[src/rtl/adder_pkg.sv]
// Shared parameters, chunk sizing and per-stage control record for the pipelined adder.
package adder_pkg;

    localparam int DEF_WIDTH  = 16;
    localparam int DEF_STAGES = 4;

    function automatic int chunk_width(input int width, input int stages);
        return width / stages;
    endfunction

    // Control half of a stage record; the partial sum and the still-unused
    // operand chunks live in parallel WIDTH-wide registers in pipe_adder.
    typedef struct packed {
        logic valid;
        logic carry;
        logic ovf;
    } stage_ctl_t;

endpackage

[src/rtl/ripple_chunk.sv]
// Single-bit full adder and a combinational CHUNK-bit ripple adder built from a chain of them.
module fulladder (
    input  logic a,
    input  logic b,
    input  logic cin,
    output logic sum,
    output logic cout
);
    assign sum  = a ^ b ^ cin;
    assign cout = (a & b) | (cin & (a ^ b));
endmodule

module ripple_chunk #(
    parameter int CHUNK = 4
) (
    input  logic [CHUNK-1:0] a,
    input  logic [CHUNK-1:0] b,
    input  logic             cin,
    output logic [CHUNK-1:0] sum,
    output logic             cout,
    output logic             c_msb
);
    logic [CHUNK:0] c;

    assign c[0] = cin;

    for (genvar i = 0; i < CHUNK; i++) begin : gen_fa
        fulladder u_fa (
            .a    (a[i]),
            .b    (b[i]),
            .cin  (c[i]),
            .sum  (sum[i]),
            .cout (c[i+1])
        );
    end

    assign cout  = c[CHUNK];
    // Carry into the top bit, needed by the last stage for signed overflow.
    assign c_msb = c[CHUNK-1];
endmodule

[src/rtl/pipe_adder.sv]
// Pipelined ripple-carry adder: one CHUNK-bit slice per stage, carry registered between
// stages, streamed under valid/ready with a single global advance enable.
module pipe_adder
    import adder_pkg::*;
#(
    parameter int WIDTH  = DEF_WIDTH,
    parameter int STAGES = DEF_STAGES
) (
    input  logic             clk,
    input  logic             rst,
    input  logic             in_valid,
    output logic             in_ready,
    input  logic [WIDTH-1:0] a,
    input  logic [WIDTH-1:0] b,
    input  logic             cin,
    output logic             out_valid,
    input  logic             out_ready,
    output logic [WIDTH-1:0] sum,
    output logic             cout,
    output logic             overflow
);
    localparam int CHUNK = chunk_width(WIDTH, STAGES);

    if (STAGES < 1 || (WIDTH % STAGES) != 0) begin : gen_bad_cfg
        $error("pipe_adder: STAGES must be >= 1 and divide WIDTH");
    end

    logic adv;

    stage_ctl_t       ctl_q [STAGES];
    stage_ctl_t       ctl_d [STAGES];
    logic [WIDTH-1:0] sum_q [STAGES];
    logic [WIDTH-1:0] sum_d [STAGES];
    logic [WIDTH-1:0] a_q   [STAGES];
    logic [WIDTH-1:0] a_d   [STAGES];
    logic [WIDTH-1:0] b_q   [STAGES];
    logic [WIDTH-1:0] b_d   [STAGES];

    logic [WIDTH-1:0] a_in   [STAGES];
    logic [WIDTH-1:0] b_in   [STAGES];
    logic [WIDTH-1:0] sum_in [STAGES];
    logic             c_in   [STAGES];
    logic             v_in   [STAGES];

    logic [CHUNK-1:0] chunk_sum  [STAGES];
    logic             chunk_cout [STAGES];
    logic             chunk_cmsb [STAGES];

    assign adv      = !ctl_q[STAGES-1].valid || out_ready;
    assign in_ready = adv && !rst;

    always_comb begin
        a_in[0]   = a;
        b_in[0]   = b;
        sum_in[0] = '0;
        c_in[0]   = cin;
        v_in[0]   = in_valid;
        for (int k = 1; k < STAGES; k++) begin
            a_in[k]   = a_q[k-1];
            b_in[k]   = b_q[k-1];
            sum_in[k] = sum_q[k-1];
            c_in[k]   = ctl_q[k-1].carry;
            v_in[k]   = ctl_q[k-1].valid;
        end
    end

    for (genvar k = 0; k < STAGES; k++) begin : gen_stage
        ripple_chunk #(.CHUNK(CHUNK)) u_chunk (
            .a     (a_in[k][k*CHUNK +: CHUNK]),
            .b     (b_in[k][k*CHUNK +: CHUNK]),
            .cin   (c_in[k]),
            .sum   (chunk_sum[k]),
            .cout  (chunk_cout[k]),
            .c_msb (chunk_cmsb[k])
        );
    end

    // Operands skew forward unchanged; each stage splices its slice into the running sum.
    always_comb begin
        for (int k = 0; k < STAGES; k++) begin
            ctl_d[k].valid               = v_in[k];
            ctl_d[k].carry               = chunk_cout[k];
            ctl_d[k].ovf                 = chunk_cmsb[k] ^ chunk_cout[k];
            sum_d[k]                     = sum_in[k];
            sum_d[k][k*CHUNK +: CHUNK]   = chunk_sum[k];
            a_d[k]                       = a_in[k];
            b_d[k]                       = b_in[k];
        end
    end

    always_ff @(posedge clk) begin
        if (rst) begin
            for (int k = 0; k < STAGES; k++) begin
                ctl_q[k] <= '0;
                sum_q[k] <= '0;
                a_q[k]   <= '0;
                b_q[k]   <= '0;
            end
        end else if (adv) begin
            for (int k = 0; k < STAGES; k++) begin
                ctl_q[k] <= ctl_d[k];
                sum_q[k] <= sum_d[k];
                a_q[k]   <= a_d[k];
                b_q[k]   <= b_d[k];
            end
        end
    end

    assign out_valid = ctl_q[STAGES-1].valid;
    assign sum       = sum_q[STAGES-1];
    assign cout      = ctl_q[STAGES-1].carry;
    assign overflow  = ctl_q[STAGES-1].ovf;

endmodule

[config.mk]
export PLATFORM = sky130hd
export DESIGN_NAME = pipe_adder
export DESIGN_NICKNAME = d
export VERILOG_FILES = /design/src/rtl/adder_pkg.sv /design/src/rtl/ripple_chunk.sv /design/src/rtl/pipe_adder.sv
export SDC_FILE = /design/constraint.sdc
export NUM_CORES = 1
export LEC_CHECK = 0
export BUFFER_PORTS_ARGS = -buffer_cell sky130_fd_sc_hd__buf_2
export CAP_MARGIN = 20
export CORE_UTILIZATION = 60
export CTS_CLUSTER_DIAMETER = 40
export DETAILED_ROUTE_END_ITERATION = 8
export GPL_ROUTABILITY_DRIVEN = 0
export PLACE_DENSITY = 0.93
export SLEW_MARGIN = 20
export SYNTH_ARGS = -nofsm -noshare
export SYNTH_HDL_FRONTEND = slang
export SYNTH_HIERARCHICAL = 1
export SYNTH_SLANG_ARGS = --single-unit
[constraint.sdc]
create_clock -name clk -period 7 [get_ports clk]
set_clock_uncertainty 0.05 [all_clocks]
set_input_delay 1.4 -clock clk [delete_from_list [all_inputs] [get_ports clk]]
set_output_delay 1.4 -clock clk [all_outputs]
set_load 0.01 [all_outputs]
; ---- After elaboration in Yosys (flattened, before gate mapping)
; Memory sizes are Yosys's and may differ from the RTL's.
; Index checks and enable logic that the tools add are counted.
[word_totals]
regBits = 0
mem_bits_rw = 204
inputBits = 37
out_inout_bits = 20
word_cells = 129
memories = 4
[mem_list]
columns = name, depth, word_bits, read_ports, rd_clocked_by_memory_dff, wr, line_no
row1 = a_q, 4, 16, 3, 0, 4, pipe_adder.sv:34  ; logic [WIDTH-1:0] a_q [STAGES];
row2 = b_q, 4, 16, 3, 0, 4, pipe_adder.sv:36  ; logic [WIDTH-1:0] b_q [STAGES];
row3 = sum_q, 4, 16, 4, 0, 4, pipe_adder.sv:32  ; logic [WIDTH-1:0] sum_q [STAGES];
row4 = ctl_q, 4, 3, 4, 0, 4, pipe_adder.sv:30  ; stage_ctl_t ctl_q [STAGES];
[op_classes]
muxes = 21
bitwise_logic = 100
reduce_logical = 4
[op_table]
columns = operator, n
row1 = $mux W16, 12
row2 = $xor A1 B1 Y1, 36
row3 = $and A1 B1 Y1, 32
row4 = $or A1 B1 Y1, 32
row5 = $mux W3, 4
row6 = $mux W1, 5
row7 = $logic_not A1 Y1, 2
row8 = $logic_and A1 B1 Y1, 1
row9 = $logic_or A1 B1 Y1, 1

; ---- Depth between registers and ports, before layout
; Gate-level depths: netlist (run 1).
; An unclocked memory read counts as a cell.
[depth]
word_depth = 12
ltp_mapped = 6
ltp_nobuf = 6

; ---- By module
; The synthesis (run 1) kept the hierarchy.
[by_module_without_submodules]
columns = mod, instances, cells_per_inst, area_each_um2, seq_area_each_um2
row1 = pipe_adder, 1, 220, 3841.2, 2912.8
row2 = fulladder, 16, 1, 20.0, 0.0

; ---- Worst setup path after synthesis (run 1)
; No wires, ideal clock.
[synth_timing]
path_kind = input -> register
start = input port rst
end = memory a_q[0][10] in the netlist's numbering, enable pin
setup_time_ps = 472
arrival_ps = 4052
t_required_ps = 6478
setup_slack_ps = 2426
stages = 3
n_path_buf = 2
path_cell_list = buf_2 buf_6 nand2b_1
[synth_rtl]
columns = item, line_no
row1 = from (decl), pipe_adder.sv:10  ; input logic rst,
row2 = to (decl), pipe_adder.sv:34

; ---- Worst setup path in the final report (run 1)
[layout_timing]
start = input port rst
end = output port in_ready
[layout_via]
elab_chain_cells = 2
[layout_lines]
columns = item, line_no
row1 = $logic_not A1 Y1, pipe_adder.sv:50  ; assign in_ready = adv && !rst;
row2 = $logic_and A1 B1 Y1, pipe_adder.sv:50
row3 = to (decl), pipe_adder.sv:12  ; output logic in_ready,
; No other way between the ends.

==> reports/metrics.cfg, run 1 <==
[timing]
relSlewSlack=0.316
min_period_ps=3900
worst_pin_slew_ps=1030
fmax_ghz=0.256
hold_ws_ps=537
rsz0062_at_grt=no
setup_slack_ps=3100
setup_viol=0
finalHoldViolCount=0
drv_slew=0
fin_crit_sh=0.557
setup_tns_ps=0

[detailed_routing]
wl_um=6080
first_iter_violations=198
drc=0
drtPass1Iterations=4
vias_per_cell=5.66
num_vias=2065
drtAntennaViolNets=0
wl_per_cell_um=16.7

[yosys]
synth_area_leaders=edfxtp_1, nor3b_1, fa_1, nor3b_2, buf_6
syn_area_um2=4160
ys_ff_latch=97
yosys_warnings=6
postSynthCellCount=236
ys.flop_type=edfxtp_1
synthTopCellsByCount=edfxtp_1, nor3b_1, fa_1
avgSynthCellArea_um2=17.6
synth_top_area_share=0.700
synth_top_cell_by_area=edfxtp_1
synth_cell_type_count=13
synth_nets=289
synthArstFlopShare=0
synth.most_common_cell=edfxtp_1
synth_edf_count=97
ys_seq_area_frac=0.700

[clocking]
numCtsBuffers=9
cts_tree=done
clk_path_buf_depth=2
clockRootBuffer=clkbuf_8
cts_resized=0
cts.sinks=97
htreeDepth=3
clkTransAtPathRegs_ps=100
postCtsSetupRepairBufs=0
clk_latency_ps=350
cts_hold_buf=0

[global_route]
grt_pass1_vias=2058
grt_pass1_wl_um=9920
grt-ovfl-total=0
grt_max_degree=100
grt.total_usage=0.186
antenna_found_initial=0

[floorplan]
core_um2=6530
start_util=0.637
fp.dieH_um=85.3
fp-row-count=29
dieArea_um2=7270
num_io_pins=57
die_w_um=85.3

[final_layout]
utilization=0.716
fin_area_um2=4680
antenna_cells=0
fin_cells=365
drive_gt1_frac=0.292
synthToLayoutAreaGrowth_pct=12.4
nets=336

[worst_setup_path]
cp.buffers_inverters=2
crit_type=in -> out
worstPathArrival_ps=2450
cp_cell_sequence=buf_4 -> nor2_1 -> buf_2
crit_fanout=99
start_kind=input pin
reg2reg_slack_ps=4330
slowest_delay_ps=710
critical_path_required_ps=5550
end_kind=primary output
cp_slowest_cell=buf_4
path_delay_family=buffers and inverters

[flow_run]
maxCapViolCount=0

[placed_design]
dp_slack_ps=3100
portBuffers=56
place_inst=349
dp_hpwl_um=3410
placed_area_um2=4460

[status]
outcome=finished, final reports clean

[power]
leakage_nw=1.88
p_total_mw=1.16
powerDensity_nw_per_um2=247
ir_drop_uv=154

[min_path]
holdCritPathClass=reg -> reg

==> final cells by class <==
| type | instances | area, um^2 |
|---|---|---|
| sequential | 97 | 2910 |
| clock inverter | 7 | 93.8 |
| fill | 417 | 1860 |
| timing repair buffer | 58 | 318 |
| clock buffer | 9 | 124 |
| multi-input combinational | 117 | 1130 |
| tap | 77 | 96.3 |
==> worst paths after layout <==
kind | cells after the start | startpoint | end
max | 3 | rst | in_ready
min | 1 | sum_q[2][3]$_SDFFCE_PN0P_ | sum_q[3][3]$_SDFFCE_PN0P_
max reg2reg | 6 | a_q[0][44]$_SDFFCE_PN0P_ | ctl_q[3][0]$_SDFFCE_PN0P_
min reg2reg | 1 | sum_q[2][3]$_SDFFCE_PN0P_ | sum_q[3][3]$_SDFFCE_PN0P_
==> cells in the final DEF (no fill, tap or decap), drive strengths merged <==
| master | instances |
|---|---|
| buf | 58 |
| bufinv | 2 |
| clkbuf | 9 |
| clkinv | 3 |
| clkinvlp | 1 |
| edfxtp | 97 |
| fa | 16 |
| inv | 1 |
| nand2b | 1 |
| nor2 | 1 |
| nor2b | 1 |
| nor3 | 1 |
| nor3b | 96 |
| xnor2 | 1 |
==> cell families (layout without fill, tap and decap cells) <==
kind of cell | count (synthesis) | count (layout) | synth area share
buf+inv | 22 | 74 | 0.0319
flops | 97 | 97 | 0.700
fa+ha+maj | 16 | 16 | 0.0770
simple gates | 100 | 100 | 0.189
xor+xnor | 1 | 1 | 0.00211
==> report_power, final <==
| part | switching, mW | internal (mW) |
|---|---|---|
| clock | 0.189 | 0.201 |
| combinational | 0.0370 | 0.0405 |
| sequential | 0.0118 | 0.677 |
==> metal layers <==
metal  GRT usage  share of wire
met5           0              0
met3      0.0379          0.036
met1       0.238           0.43
met4      0.0955          0.020
met2       0.306           0.51
==> registers in the layout, summed over array words and instances (netlist names) <==
name,count
ctl_q,9
a_q,24
sum_q,40
b_q,24
Power figures use the tool's default switching activity.
==> run 2: changes to the inputs <==
--- a/config.mk
+++ b/config.mk
@@ -5,13 +5,14 @@
 export SDC_FILE = /design/constraint.sdc
 export NUM_CORES = 1
 export LEC_CHECK = 0
+export ABC_AREA = 1
 export BUFFER_PORTS_ARGS = -buffer_cell sky130_fd_sc_hd__buf_2
 export CAP_MARGIN = 20
-export CORE_UTILIZATION = 60
+export CORE_UTILIZATION = 51
 export CTS_CLUSTER_DIAMETER = 40
 export DETAILED_ROUTE_END_ITERATION = 8
 export GPL_ROUTABILITY_DRIVEN = 0
-export PLACE_DENSITY = 0.93
+export PLACE_DENSITY = 0.85
 export SLEW_MARGIN = 20
 export SYNTH_ARGS = -nofsm -noshare
 export SYNTH_HDL_FRONTEND = slang
==> constraint.sdc (replaced) <==
create_clock -name clk -period 3.25 [get_ports clk]
set_clock_uncertainty 0.05 [all_clocks]
set_input_delay 0.65 -clock clk [delete_from_list [all_inputs] [get_ports clk]]
set_output_delay 0.65 -clock clk [all_outputs]
set_load 0.01 [all_outputs]
==> run 2 against run 1 <==
- setup slack worse by 2500 ps
- largest cell class unchanged
- synthesized cell count grew 38%
- area after synthesis shrank 1.1%
- highest routed layer unchanged
- flip-flop and latch count unchanged
- largest power group unchanged
- wire length down 17%
- die area rose by 16%
- critical path depth grew 5
- register-to-register slack worse by 3700 ps
- via count is 1.2% higher
- utilization down 11 points
- sequential power grew 120%
- combinational power up 140%
- critical path type is now reg -> reg
==> reports/metrics.cfg, run 2 <==
[min_path]
holdCritPathClass=reg -> reg
holdPathStages=2

[yosys]
postSynthCellCount=326
synth_top_cell_by_area=edfxtp_1
synth_cell_type_count=11
ys_seq_area_frac=0.708
synth_area_leaders=edfxtp_1, inv_1, fa_1, nor2_1, nor2_2
ys_ff_latch=97
synth_nets=379
synth_edf_count=97
yosys_warnings=6
avgSynthCellArea_um2=12.6
syn_area_um2=4120
synth.most_common_cell=inv_1
synthArstFlopShare=0
synthTopCellsByCount=inv_1, edfxtp_1, nor2_1
synth_top_area_share=0.708
ys.flop_type=edfxtp_1

[placed_design]
dp_slack_ps=361
dp_hpwl_um=3210
place_inst=477
portBuffers=56

[final_layout]
fillers=651
largest_reg_flops=40
drive_gt1_frac=0.240
reg.largest.list=sum_q x40, a_q x24, b_q x24
nets=439
layout_commonest_cell=inv_1
fin_cells=493
antenna_cells=0
top_register=sum_q
layout_common_cells=inv_1, edfxtp_1, nor2_1
synthToLayoutAreaGrowth_pct=14.0

[clocking]
clkTransAtPathRegs_ps=90
htreeDepth=3
cts_tree=done
clk_path_buf_depth=2
cts_resized=0
clockRootBuffer=clkbuf_8
numCtsBuffers=9
postCtsSetupRepairBufs=0
cts_hold_buf=0
clk_latency_ps=340
cts.sinks=97

[floorplan]
num_io_pins=57
core_um2=7770
dieArea_um2=8430
die_w_um=91.8
fp-row-count=32
fp.dieH_um=91.8
start_util=0.530

[detailed_routing]
wl_per_cell_um=10.2
first_iter_violations=100
drtPass1Iterations=4
num_vias=2090
vias_per_cell=4.24
drtAntennaViolNets=0
drc=0
wl_um=5040

[worst_setup_path]
cp_slowest_cell=fa_1
crit_fanout=3
crit_top_cell=fa_1
crit_type=reg -> reg
start_kind=flip-flop
end_kind=flip-flop
slowest_delay_ps=460
worstRegToRegCells=8
worstPathArrival_ps=2680
critical_path_required_ps=3280
cp_cell_sequence=fa_1 -> fa_1 -> fa_1 -> fa_1 -> inv_1 -> nand2_1 -> nand2_1 -> nor2_1

[global_route]
grt-ovfl-total=0
antenna_found_initial=0
grt_max_degree=55
grt.total_usage=0.140
grt_pass1_wl_um=8860
grt_pass1_vias=2107

[timing]
setup_tns_ps=0
setup_viol=0
finalHoldViolCount=0
rsz0062_at_grt=no
worst_pin_slew_ps=614
min_period_ps=2650
relSlewSlack=0.590
fmax_ghz=0.377
hold_ws_ps=496
drv_slew=0
fin_crit_sh=0.815
setup_slack_ps=600

[status]
outcome=finished, final reports clean

[power]
comb_power_share=0.077
pwr-share-seq=0.621
ir_drop_uv=228
p_sw_mw=0.517
p_total_mw=2.41
p_clk_frac=0.303
switching_share=0.215
leakage_nw=2.17
p_int_mw=1.89
powerDensity_nw_per_um2=513

[flow_run]
maxCapViolCount=0

-- run 2: cell count changes after synthesis, moves of 2 or more --
| cell | change |
|---|---|
| nor3b_2 | -8 |
| buf_2 | -3 |
| clkbuf_1 | -6 |
| inv_1 | +99 |
| nor3b_1 | -88 |
| nor2_1 | +77 |
| buf_6 | -2 |
| nor2_2 | +19 |
| nand2_1 | +4 |
-- run 2: final cells by class --
| cell class | instances | area [um^2] | area share |
|---|---|---|---|
| clock buffers | 9 | 124 | 0.0264 |
| repair buffers | 59 | 315 | 0.0672 |
| inverters | 100 | 375 | 0.0800 |
| flip-flops and latches | 97 | 2910 | 0.621 |
| multi-input cells | 119 | 776 | 0.165 |
| well taps | 102 | 128 | 0.0272 |
| clock inverters | 7 | 61.3 | 0.0131 |
-- run 2: critical path, delay by kind of cell (launching register included) --
kind	cells	cell delay, ps
flip-flops	1	410
AND/OR/NAND/NOR	3	150
buffers and inverters	1	90
adder cells (fa/ha/maj)	4	1700
-- run 2: per-layer routing --
metal | routed length [um] | global-route usage | vias up | share of wire
met2 | 2670 | 0.244 | 37 | 0.53
met1 | 2080 | 0.158 | 956 | 0.41
met3 | 206 | 0.0448 | 6 | 0.041
li1 | - | - | 1091 | -
met5 | 0 | 0 | - | 0
met4 | 75 | 0.0599 | 0 | 0.015
-- run 2: logic make-up (layout without fill, tap and decap cells) --
| group | Yosys count | count (layout) | synth area share |
|---|---|---|---|
| and+or+nand+nor | 103 | 103 | 0.106 |
| adders and majority gates | 16 | 16 | 0.0778 |
| buffers and inverters | 110 | 175 | 0.108 |
| DFF | 97 | 97 | 0.708 |
-- run 2: path summary, 6_finish.rpt --
path	from	end	slack [ps]
worst min register to register	a_q[0][9]$_SDFFCE_PN0P_	a_q[0][25]$_SDFFCE_PN0P_	500
worst max register to register	a_q[0][44]$_SDFFCE_PN0P_	ctl_q[3][0]$_SDFFCE_PN0P_	600
worst max-delay path	a_q[0][44]$_SDFFCE_PN0P_	ctl_q[3][0]$_SDFFCE_PN0P_	600
worst min-delay path	a_q[0][9]$_SDFFCE_PN0P_	a_q[0][25]$_SDFFCE_PN0P_	500
-- run 2: power by group through the flow --
stage	combinational (mW)	clock [mW]	sequential [mW]
6_report	0.185	0.728	1.49
2_1_floorplan	0.123	0	1.53
5_1_grt	0.219	0.791	1.50
4_1_cts	0.190	0.745	1.50
3_5_place_dp	0.188	0	1.52
3_3_place_gp	0.180	0	1.52
-- run 2: per-stage QoR --
stage                util  area, um^2
floorplan               -        4120
detailed placement  0.580        4510
finish              0.604        4690
global route        0.604        4690
global placement    0.580        4510
CTS                 0.604        4690
==> run 3: changes to the inputs <==
--- a/config.mk
+++ b/config.mk
@@ -5,14 +5,14 @@
 export SDC_FILE = /design/constraint.sdc
 export NUM_CORES = 1
 export LEC_CHECK = 0
-export ABC_AREA = 1
+export ABC_AREA = 0
 export BUFFER_PORTS_ARGS = -buffer_cell sky130_fd_sc_hd__buf_2
 export CAP_MARGIN = 20
-export CORE_UTILIZATION = 51
+export CORE_UTILIZATION = 57
 export CTS_CLUSTER_DIAMETER = 40
 export DETAILED_ROUTE_END_ITERATION = 8
 export GPL_ROUTABILITY_DRIVEN = 0
-export PLACE_DENSITY = 0.85
+export PLACE_DENSITY = 0.89
 export SLEW_MARGIN = 20
 export SYNTH_ARGS = -nofsm -noshare
 export SYNTH_HDL_FRONTEND = slang
==> constraint.sdc (replaced) <==
create_clock -name clk -period 2.8 [get_ports clk]
set_clock_uncertainty 0.05 [all_clocks]
set_input_delay 0.56 -clock clk [delete_from_list [all_inputs] [get_ports clk]]
set_output_delay 0.56 -clock clk [all_outputs]
set_load 0.01 [all_outputs]
==> run 3 against run 2 <==
- fmax down 0.88%
- worst hold slack worse by 20 ps
- wire length up 19%
- largest power group unchanged
- combinational power up 5%
- sequential power up 15%
- register-to-register slack worse by 470 ps
- count of clock-buffer cells in the layout up 1
==> reports/metrics.cfg, run 3 (synthesis results as in run 1) <==
[worst_setup_path]
worstPathArrival_ps=2720
r2r_end=ctl_q[3][0]$_SDFFCE_PN0P_
worstRegToRegCells=6
start_kind=flip-flop
reg2reg_slack_ps=130
r2r-start=a_q[0][44]$_SDFFCE_PN0P_
end_kind=flip-flop
crit_fanout=2
critical_path_required_ps=2840
crit_type=reg -> reg

[final_layout]
register_area_um2=2910
fin_area_um2=4690
layout_common_cells=edfxtp_1, nor3b_1, buf_2
fillers=492
largest_reg_flops=40
top_register=sum_q
nets=342
fin_cells=390
multi_input_area_um2=1130
antenna_cells=0
layout_commonest_cell=edfxtp_1
drive_gt1_frac=0.299
utilization=0.680
reg.largest.list=sum_q x40, a_q x24, b_q x24
synthToLayoutAreaGrowth_pct=12.8

[global_route]
grt_max_degree=46
antenna_found_initial=0
grt_pass1_wl_um=9470
grt.total_usage=0.173
grt_util_met2=0.287
grt-ovfl-total=0
grt_pass1_vias=2050
gr-max-usage-layer=met2
use_met1=0.212
grt_util_met3=0.0455

[detailed_routing]
wl_per_cell_um=15.3
first_iter_violations=161
drtPass1Iterations=4
drtAntennaViolNets=0
num_vias=2110
vias_per_cell=5.41
wl_um=5990
drc=0

[clocking]
cts_tree=done
htreeDepth=3
clockRootBuffer=clkbuf_8
cts_hold_buf=0
clk_path_buf_depth=2
clkTransAtPathRegs_ps=90
postCtsSetupRepairBufs=0
clk_latency_ps=360
numCtsBuffers=9
cts_resized=0
cts.sinks=97

[power]
leakage_nw=1.88
powerDensity_nw_per_um2=590
p_total_mw=2.77
ir_drop_uv=378

[placed_design]
place_inst=374
dp_hpwl_um=3650
placed_area_um2=4510
portBuffers=56

[floorplan]
fp-row-count=30
fp.dieH_um=87.4
die_w_um=87.4
dieArea_um2=7650
start_util=0.603
num_io_pins=57
core_um2=6910

[min_path]
holdCritPathClass=in -> reg
min_from=a[5]
holdPathStages=2
whs_endpoint=a_q[0][5]$_SDFFCE_PN0P_

[timing]
fmax_ghz=0.374
relSlewSlack=0.690
worst_pin_slew_ps=465
setup_viol=0
fin_crit_sh=0.955
drv_slew=0
min_period_ps=2670
rsz0062_at_grt=no
finalHoldViolCount=0

[status]
outcome=finished, final reports clean

[flow_run]
maxCapViolCount=0

==> run 3: cell count changes in the layout (fill, tap and decap cells not counted), sizes merged <==
cell and delta:
nand2b +1, nor2b +1, nor3 +1, nand3 -1
nor3b +96, buf +5, nand2 -5, clkinvlp -1
nor2 -96, xnor2 +1, clkbuf +1, inv -100
==> run 3: cell type report <==
| cell class | instances | area share |
|---|---|---|
| clock inverters | 6 | 0.0125 |
| multi-input cells | 117 | 0.241 |
| flip-flops and latches | 97 | 0.621 |
| repair buffers | 64 | 0.0730 |
| clock buffers | 10 | 0.0272 |
| well taps | 96 | 0.0256 |
==> run 3: how the worst max path moves through the flow <==
| stage | from | endpoint | slack, ps |
|---|---|---|---|
| finish | a_q[0][44]$_SDFFCE_PN0P_ | ctl_q[3][0]$_SDFFCE_PN0P_ | 130 |
| global route | a_q[0][44]$_SDFFCE_PN0P_ | ctl_q[3][0]$_SDFFCE_PN0P_ | 40 |
| CTS | a_q[0][44]$_SDFFCE_PN0P_ | ctl_q[3][0]$_SDFFCE_PN0P_ | 120 |
| detailed placement | a[0] | sum_q[0][3]$_SDFFCE_PN0P_ | -50 |
| global placement | a[0] | sum_q[0][3]$_SDFFCE_PN0P_ | 70 |
| floorplan | rst | a_q[0][10]$_SDFFCE_PN0P_ | 200 |
==> run 3: critical path, stage by stage, from the launching register on <==
cell and delay (ps):
edfxtp_1 400, fa_1 460, fa_1 390, fa_1 440, fa_1 430, xnor2_1 210, nor3_2 50
==> run 3: metal layers <==
layer,part of all wire,vias to the layer above
met3,0.033,12
met1,0.41,1056
li1,-,997
met5,0,-
met4,0.024,0
met2,0.54,45
==> run 3: through the flow <==
stage               hold slack (ps)  setup TNS, ps  setup slack, ps
finish                          476              0              127
global route                    470              0             42.2
CTS                             467              0              120
detailed placement              507          -52.7            -52.7
global placement                496              0             66.6
floorplan                       487              0              199
==> run 3: power by group <==
part | internal, mW | switching, mW
registers | 1.69 | 0.0274
logic | 0.103 | 0.0915
clock network | 0.407 | 0.447
